`src/rtl/trees_pkg.sv`:
```
// Types and constants shared by the tree inference engine and its batch stream controller.
package trees_pkg;

    typedef enum logic [2:0] {
        StIdle,
        StLoad,
        StStart,
        StRun,
        StSettle,
        StDrain
    } ctrl_state_t;

    localparam int unsigned N_FEATURE_DEF = 32;
    localparam int unsigned WPS           = N_FEATURE_DEF / 2;
    localparam int unsigned PRED_PER_WORD = 8;
    localparam int unsigned PRED_SHIFT    = $clog2(PRED_PER_WORD);

    function automatic int unsigned burst_len_w(input int unsigned max_burst);
        return $clog2(max_burst);
    endfunction

endpackage

```
`src/rtl/trees_feat_addr_gen.sv`:
```
// Sample/word counter for feature ingest; flags the final beat of the batch.
module trees_feat_addr_gen #(
    parameter int unsigned WORDS     = 16,
    parameter int unsigned WORD_BITS = 4,
    parameter int unsigned LEN_W     = 13
) (
    input  logic                 i_clk,
    input  logic                 i_rst,
    input  logic                 i_clear,
    input  logic                 i_advance,
    input  logic [LEN_W-1:0]     i_burst_len,
    output logic [LEN_W-1:0]     o_sample,
    output logic [WORD_BITS-1:0] o_word,
    output logic                 o_last
);

    logic [LEN_W-1:0]     r_sample;
    logic [WORD_BITS-1:0] r_word;
    logic                 w_word_wrap;

    assign w_word_wrap = (r_word == WORD_BITS'(WORDS - 1));
    assign o_last      = w_word_wrap && (r_sample == i_burst_len - LEN_W'(1));
    assign o_sample    = r_sample;
    assign o_word      = r_word;

    always_ff @(posedge i_clk or posedge i_rst) begin
        if (i_rst) begin
            r_sample <= '0;
            r_word   <= '0;
        end else if (i_clear) begin
            r_sample <= '0;
            r_word   <= '0;
        end else if (i_advance) begin
            if (w_word_wrap) begin
                r_word   <= '0;
                r_sample <= r_sample + LEN_W'(1);
            end else begin
                r_word <= r_word + WORD_BITS'(1);
            end
        end
    end

endmodule

```
`src/rtl/trees_stream_ctrl.sv`:
```
// Batch controller: loads features into the tree engine, starts it, then streams predictions out.
module trees_stream_ctrl
    import trees_pkg::*;
#(
    parameter int unsigned N_FEATURE = N_FEATURE_DEF,
    parameter int unsigned MAX_BURST = 5000,
    parameter int unsigned WPS_BITS  = $clog2(N_FEATURE / 2)
) (
    input  logic                                   clk,
    input  logic                                   rst,
    input  logic                                   cfg_valid,
    output logic                                   cfg_ready,
    input  logic [$clog2(MAX_BURST)-1:0]           cfg_burst_len,
    output logic                                   cfg_err,
    input  logic                                   in_valid,
    output logic                                   in_ready,
    input  logic [63:0]                            in_data,
    output logic                                   out_valid,
    input  logic                                   out_ready,
    output logic [63:0]                            out_data,
    output logic                                   out_last,
    output logic                                   busy,
    output logic                                   eng_load_features,
    output logic [$clog2(MAX_BURST*N_FEATURE)-1:0] eng_feature_addr,
    output logic [63:0]                            eng_features,
    output logic [$clog2(MAX_BURST)-1:0]           eng_burst_len,
    output logic                                   eng_start,
    input  logic                                   eng_done,
    output logic [$clog2(MAX_BURST)-1:0]           eng_prediction_addr,
    input  logic [63:0]                            eng_prediction
);

    localparam int unsigned LEN_W  = burst_len_w(MAX_BURST);
    localparam int unsigned ADDR_W = $clog2(MAX_BURST * N_FEATURE);
    localparam int unsigned NW_W   = LEN_W + 1;
    localparam int unsigned WORDS  = N_FEATURE / 2;

    ctrl_state_t r_state, w_state_next;

    logic [LEN_W-1:0]    r_len;
    logic [LEN_W-1:0]    r_pred_addr;
    logic [NW_W-1:0]     r_nw;
    logic                r_cfg_err;
    logic                r_load;
    logic                r_start;
    logic                r_out_valid;
    logic                r_out_last;
    logic [ADDR_W-1:0]   r_feat_addr;
    logic [63:0]         r_features;
    logic [63:0]         r_out_data;

    logic                w_cfg_ok;
    logic                w_cfg_take;
    logic                w_beat;
    logic                w_last_beat;
    logic                w_out_hs;
    logic                w_load_word;
    logic [NW_W-1:0]     w_nw;
    logic [LEN_W-1:0]    w_sample;
    logic [WPS_BITS-1:0] w_word;

    assign w_cfg_ok    = (cfg_burst_len != '0) && (NW_W'(cfg_burst_len) <= NW_W'(MAX_BURST));
    assign w_cfg_take  = (r_state == StIdle) && cfg_valid && w_cfg_ok;
    assign w_beat      = (r_state == StLoad) && in_valid;
    assign w_out_hs    = r_out_valid && out_ready;
    assign w_nw        = (NW_W'(r_len) + NW_W'(PRED_PER_WORD - 1)) >> PRED_SHIFT;
    // SETTLE fetches word 0; each non-final handshake fetches the next one.
    assign w_load_word = (r_state == StSettle) || ((r_state == StDrain) && w_out_hs && !r_out_last);

    trees_feat_addr_gen #(
        .WORDS     (WORDS),
        .WORD_BITS (WPS_BITS),
        .LEN_W     (LEN_W)
    ) u_addr_gen (
        .i_clk       (clk),
        .i_rst       (rst),
        .i_clear     (w_cfg_take),
        .i_advance   (w_beat),
        .i_burst_len (r_len),
        .o_sample    (w_sample),
        .o_word      (w_word),
        .o_last      (w_last_beat)
    );

    always_ff @(posedge clk or posedge rst) begin
        if (rst) begin
            r_state <= StIdle;
        end else begin
            r_state <= w_state_next;
        end
    end

    always_comb begin
        w_state_next = r_state;
        unique case (r_state)
            StIdle:   if (w_cfg_take) w_state_next = StLoad;
            StLoad:   if (w_beat && w_last_beat) w_state_next = StStart;
            StStart:  w_state_next = StRun;
            StRun:    if (eng_done) w_state_next = StSettle;
            StSettle: w_state_next = StDrain;
            StDrain:  if (w_out_hs && r_out_last) w_state_next = StIdle;
            default:  w_state_next = StIdle;
        endcase
    end

    always_ff @(posedge clk or posedge rst) begin
        if (rst) begin
            r_len       <= '0;
            r_pred_addr <= '0;
            r_nw        <= '0;
            r_cfg_err   <= 1'b0;
            r_load      <= 1'b0;
            r_start     <= 1'b0;
            r_out_valid <= 1'b0;
            r_out_last  <= 1'b0;
            r_feat_addr <= '0;
            r_features  <= '0;
            r_out_data  <= '0;
        end else begin
            r_cfg_err <= (r_state == StIdle) && cfg_valid && !w_cfg_ok;
            r_load    <= w_beat;
            r_start   <= (r_state == StStart);
            if (w_cfg_take) begin
                r_len <= cfg_burst_len;
            end
            if (w_beat) begin
                r_feat_addr <= ADDR_W'(w_sample) * ADDR_W'(WORDS) + ADDR_W'(w_word);
                r_features  <= in_data;
            end
            if ((r_state == StRun) && eng_done) begin
                r_pred_addr <= '0;
                r_nw        <= w_nw;
            end
            if (w_load_word) begin
                r_out_data  <= eng_prediction;
                r_out_valid <= 1'b1;
                r_out_last  <= ({1'b0, r_pred_addr} == r_nw - NW_W'(1));
                r_pred_addr <= r_pred_addr + LEN_W'(1);
            end else if (w_out_hs) begin
                r_out_valid <= 1'b0;
                r_out_last  <= 1'b0;
            end
        end
    end

    assign cfg_ready           = (r_state == StIdle) && !rst;
    assign in_ready            = (r_state == StLoad);
    assign busy                = (r_state != StIdle);
    assign cfg_err             = r_cfg_err;
    assign out_valid           = r_out_valid;
    assign out_data            = r_out_data;
    assign out_last            = r_out_last;
    assign eng_load_features   = r_load;
    assign eng_feature_addr    = r_feat_addr;
    assign eng_features        = r_features;
    assign eng_burst_len       = r_len;
    assign eng_start           = r_start;
    assign eng_prediction_addr = r_pred_addr;

endmodule

```
`config.mk`:
```
export PLATFORM = sky130hd
export DESIGN_NAME = trees_stream_ctrl
export DESIGN_NICKNAME = d
export VERILOG_FILES = /design/src/rtl/trees_pkg.sv /design/src/rtl/trees_feat_addr_gen.sv /design/src/rtl/trees_stream_ctrl.sv
export SDC_FILE = /design/constraint.sdc
export NUM_CORES = 1
export LEC_CHECK = 0
export ABC_AREA = 1
export CORE_MARGIN = 2
export CORE_UTILIZATION = 48
export DETAILED_ROUTE_END_ITERATION = 8
export PLACE_DENSITY = 0.82
export SETUP_SLACK_MARGIN = 0.3
export SYNTH_ARGS = -nofsm -noshare
export SYNTH_HDL_FRONTEND = slang
export SYNTH_SLANG_ARGS = --single-unit
```
`constraint.sdc`:
```
create_clock -name clk -period 14.2 [get_ports clk]
set_input_delay 1.42 -clock clk [delete_from_list [all_inputs] [get_ports clk]]
set_output_delay 1.42 -clock clk [all_outputs]
set_load 0.1 [all_outputs]
```
==> impl_metrics.py <==
metrics = {
    "timing": {
        "fin_crit_ns": 4.62,
        "fmax_mhz": 217,
        "fin_tns_setup_ns": 0,
        "min_period_over_period_pct": 32.5,
        "worst_slew_pin_slew_ns": 1.05,
        "skew_ns": 0.00755,
        "relSlewSlack_pct": 29.7,
        "rsz0062_at_grt": "false",
        "setup_viol": 0,
        "final-hold-violation-count": 0,
        "slew_viol_final": 0,
    },
    "route": {
        "drt_wl_total_mm": 26.7,
        "ant_nets": 0,
        "via_per_inst": 4.93,
        "wl_per_cell_um": 15.2,
        "drc_errors": 0,
        "vias": 8641,
        "drtIter0Drc": 465,
        "dr.pass1.iters": 5,
    },
    "global_route": {
        "grt_overflow": 0,
        "grt_pass1_wl_mm": 41.6,
        "grtUsageTotal_pct": 25.0,
        "grt_antenna_before_repair": 0,
        "grt_pass1_vias": 8464,
        "grt_max_degree": 146,
    },
    "yosys": {
        "synthFlopType": "dfrtp_1",
        "synth_mux_area_share_pct": 0,
        "synth_edf_count": 0,
        "synthDistinctLibCells": 44,
        "yosys.area_share.simple_pct": 30.5,
        "postSynthAreaPerCell_um2": 8.08,
        "synth_top_area_cell": "dfrtp_1",
        "seq_area_frac_synth_pct": 55.0,
        "yosys.area_share.xor_xnor_pct": 2.61,
        "synth_fp_nets": 1316,
        "synth_compound_area_share_pct": 5.20,
        "ys_warn_count": 0,
        "synth.area.top_cells": "dfrtp_1 (55%), nand2_1 (22%), inv_1 (3.2%), nand3_1 (2.8%), o21ai_0 (2.3%)",
        "synth_cells": 1164,
        "yosys.area_share.adder_pct": 0.665,
        "synth_area_um2": 9410,
        "synth_top_family_by_area": "simple AND/OR/NAND/NOR gates",
        "ys_async_sr_fraction_pct": 100,
        "synth_top_area_share_pct": 55.0,
        "synth-seq-cells": 207,
    },
    "critical_path": {
        "crit_top_cell": "clkdlybuf4s50_1",
        "endpoint_kind": "output port",
        "reg2reg_depth": 9,
        "cpMaxStageDelayCell": "clkdlybuf4s50_1",
        "crit_buf_inv": 2,
        "crit_fanout": 2,
        "r2r-start": "r_state[1]",
        "cp_num_cells": 3,
        "required_ns": 12.78,
        "cp_cell_sequence": "clkdlybuf4s50_1 > nor2_1 > clkdlybuf4s50_1",
        "arrival_ns": 3.20,
        "rrSetupSlack_ns": 11.44,
        "max_stage_delay_ns": 1.13,
        "cp_top_family": "buffers and inverters",
        "path_class": "input port to output port",
        "worst_setup_path_start_kind": "input port",
        "cp-startpoint": "rst",
        "worstReg2RegEnd": "u_addr_gen.o_word[3]",
    },
    "cts": {
        "cts_resized": 0,
        "htreeDepth": 1,
        "numCtsBuffers": 22,
        "cts_tree": "yes",
        "post_cts_buffers": 0,
        "clockBufferDepth": 3,
        "postCtsHoldBufs": 0,
        "cts_root_buffer": "clkbuf_16",
        "clkLatencyLatePin_ns": 0.51,
        "cts_sinks": 207,
        "clk_pin_slew_ns": 0.06,
    },
    "worst_hold_path": {
        "hold_class": "flip-flop to flip-flop",
        "hold_start": "out_data[34]",
        "hold_path_depth": 2,
        "whs_endpoint": "out_data[34]",
    },
    "flow_run": {
        "cap_viol_max_count": 0,
    },
    "layout": {
        "nets": 1626,
        "drive_above_1_share_pct": 5.24,
        "final_cell_mix": "nand2_1 (541), clkdlybuf4s50_1 (325), dfrtp_1 (207), inv_1 (79), nand3_1 (52)",
        "fill_cells": 1533,
        "area_delta_synth_final_pct": 44.1,
        "diodes": 0,
        "layout_commonest_cell": "nand2_1",
    },
    "placement": {
        "place.gp.congestion": 0.884,
        "hpwl_mm": 18.8,
        "io_buffers": 325,
    },
    "floorplanning": {
        "die_x_um": 144,
        "die_y_um": 144,
        "die-area_um2": 20700,
        "start_util_pct": 48.7,
        "fp.coreArea_um2": 19300,
        "rows": 51,
        "io_pins": 327,
    },
    "status": {
        "status": "finished clean",
    },
}
[synth_stat cells, types with 8 or more instances]
cell type and n:
nand2_1 541, dfrtp_1 207, inv_1 80, nand3_1 52, nor2_1 48, o21ai_0 44, a21oi_1 24, buf_2 22
clkbuf_1 17, nor3_1 17, xor2_1 17, nor2_2 12, xnor2_1 11, inv_2 8, nand4_1 8
[metal layers]
| layer | global-route usage [%] | routed length (um) |
|---|---|---|
| met1 | 29.9 | 10400 |
| met2 | 42.7 | 12800 |
| met3 | 8.38 | 2640 |
| met4 | 8.10 | 851 |
| met5 | 0 | 0 |
[sequential cells by signal (all words and copies together), names as in the netlist]
signal,flops
r_nw,11
eng_load_features,1
r_state,3
cfg_err,1
u_addr_gen.o_word,4
eng_start,1
out_last,1
out_valid,1
eng_feature_addr,17
out_data,64
u_addr_gen.o_sample,13
eng_features,64
eng_prediction_addr,13
eng_burst_len,13
[layout make-up]
class	instances	area [um^2]	share of cell area (%)
clock buffers	29	627	4.62
clock inverters	9	109	0.803
inverters	88	338	2.49
multi-input cells	824	3680	27.1
flip-flops and latches	207	5180	38.2
well taps	265	332	2.44
repair buffers	331	3300	24.3
[worst register-to-register path, delay by kind of cell, from the launching register on]
kind / cells / cell delay, ns
and+or+nand+nor: 5 / 1.43
buffers and inverters: 3 / 0.75
DFF: 1 / 0.44
xor gates and xnor gates: 1 / 0.10
[metrics by stage]
step                area [um^2]  setup slack [ns]  util (%)  std cells  hold WS (ns)
floorplan                  9410              7.13         -       1164         0.482
global placement          12800              9.57      66.3       1715         0.453
detailed placement        12800              9.57      66.3       1715         0.457
CTS                       13600              9.58      70.1       1753         0.472
global route              13600              9.51      70.1       1753         0.484
finish                    13600              9.58      70.1       1753         0.466
[cell families after synthesis]
| kind of cell | after synthesis |
|---|---|
| flops | 207 |
| xor+xnor | 28 |
| compound gates | 89 |
| simple gates | 701 |
| other cells | 1 |
| buf+inv | 133 |
| fa+ha+maj | 5 |
[worst max path at each step]
stage,slack (ns),endpoint
6_report,9.58,cfg_ready
5_1_grt,9.51,cfg_ready
4_1_cts,9.58,cfg_ready
3_5_place_dp,9.57,cfg_ready
3_3_place_gp,9.57,cfg_ready
2_1_floorplan,7.13,cfg_err
Power is left out: the tool's default activity adds up to more than one toggle a clock period on the data nets, which glitch-free logic cannot reach.
==> edit, RTL diff (config.mk and constraints unchanged) <==
Make the reset (`i_rst` and `rst`) synchronous in 3 clocked blocks.
--- a/src/rtl/trees_feat_addr_gen.sv
+++ b/src/rtl/trees_feat_addr_gen.sv
@@ -25,3 +25,3 @@
 
-    always_ff @(posedge i_clk or posedge i_rst) begin
+    always_ff @(posedge i_clk) begin
         if (i_rst) begin
--- a/src/rtl/trees_stream_ctrl.sv
+++ b/src/rtl/trees_stream_ctrl.sv
@@ -84,3 +84,3 @@
 
-    always_ff @(posedge clk or posedge rst) begin
+    always_ff @(posedge clk) begin
         if (rst) begin
@@ -105,3 +105,3 @@
 
-    always_ff @(posedge clk or posedge rst) begin
+    always_ff @(posedge clk) begin
         if (rst) begin
Check against the original RTL: differs if rst is asserted again (counterexample within 4 cycles, from zero or initial values and one cycle with rst high); with rst held inactive, the same outputs for 10 cycles.
==> edit against the original RTL <==
Routed wire length shrank 1.7%; worst hold slack gained 10 ps; setup slack lost 110 ps; count of clock-buffer cells in the layout grew 5; die area shrank 8.7%; fmax shrank 2.2%; area after synthesis shrank 8.9%; via count grew 0.52%; sequential cell count is the same; utilization grew 2.9 points; final area shrank 6.6%; largest cell class unchanged.
==> edit: results <==
export IMPL_vias=8686
export IMPL_synth_main_ff_cell="dfxtp_1"
export IMPL_drive_gt1_frac=0.0406
export IMPL_cts_buffers=23
export IMPL_crit_fanout=23
export IMPL_cts_root_buf="clkbuf_16"
export IMPL_crit_arrival_ps=3300
export IMPL_ys_seq_area_frac=0.483
export IMPL_place_hpwl_um=18600
export IMPL_nets=1615
export IMPL_synth_compound_area_frac=0.156
export IMPL_stdcell_count=1704
export IMPL_wirelength_um=26200
export IMPL_netlist_top_cells_count="330 x nor2_1, 207 x dfxtp_1, 184 x o21ai_0"
export IMPL_status="complete, no violations"
export IMPL_drtIter0Drc=508
export IMPL_slew_headroom=0.273
export IMPL_synth_area_leaders="dfxtp_1 48%, nor2_1 14%, o21ai_0 11%"
export IMPL_grt_pass1_vias=8125
export IMPL_fillers=1373
export IMPL_grt_util_all_layers=0.261
export IMPL_syn_num_nets=1320
export IMPL_synth_fa_ha_area_frac=0.00730
export IMPL_grt_pass1_wl_um=39800
export IMPL_synthXorXnorAreaFrac=0.0398
export IMPL_yosysUniqueCellTypes=40
export IMPL_gp_congestion=0.897
export IMPL_grt_max_degree=90
export IMPL_skew_ps=6.78
[edit: through the flow]
stage	util	setup slack (ps)	total power [W]	area (um^2)	hold WS, ps
final	0.730	9480	0.00298	12700	476
after global routing	0.730	9450	0.00311	12700	497
after CTS	0.730	9470	0.00299	12700	484
after detailed placement	0.686	9470	0.00238	11900	470
after global placement	0.686	9480	0.00236	11900	462
after floorplan	-	9900	0.00200	8570	457
[edit: final cells by class]
cell class	count	share of cell area
flip-flops and latches	207	0.327
multi-input cells	820	0.306
diodes	1	0.000198
well taps	225	0.0222
clock buffers	34	0.0518
clock inverters	6	0.00859
inverters	80	0.0239
repair buffers	331	0.260
[edit: final timing paths]
check                   start  cells past startpoint                 endpoint  slack [ps]
min          eng_features[49]                      2         eng_features[49]         480
min reg2reg  eng_features[49]                      2         eng_features[49]         480
max reg2reg        r_state[0]                     12  u_addr_gen.o_sample[11]       11300
max                       rst                      4                cfg_ready        9480
[edit: critical path: cells and delay by family]
kind | cells | cell delay (ps)
and+or+nand+nor | 1 | 120
buffers and inverters | 3 | 1760
[edit: kinds of logic (layout without fill, tap and decap cells)]
group | Yosys count | count (layout)
flip-flops | 207 | 207
other | 1 | 2
buffers and inverters | 141 | 451
XOR/XNOR | 39 | 39
AND/OR/NAND/NOR | 516 | 516
adder cells (fa/ha/maj) | 5 | 5
AO/OA/AOI/OAI | 259 | 259
[edit: layer usage]
metal	vias to the layer above	global-route usage	wire length, um
li1	4345	-	-
met1	3961	0.300	10100
met2	322	0.452	12600
met3	58	0.0894	2640
met4	0	0.0934	888
met5	-	0	0
[edit: power by group through the flow]
stage | Sequential (W) | Clock (W) | Combinational (W)
6_report | 0.000781 | 0.000606 | 0.00160
3_5_place_dp | 0.000790 | 0 | 0.00159
4_1_cts | 0.000780 | 0.000615 | 0.00160
3_3_place_gp | 0.000786 | 0 | 0.00158
5_1_grt | 0.000796 | 0.000637 | 0.00168
2_1_floorplan | 0.00159 | 0 | 0.000415
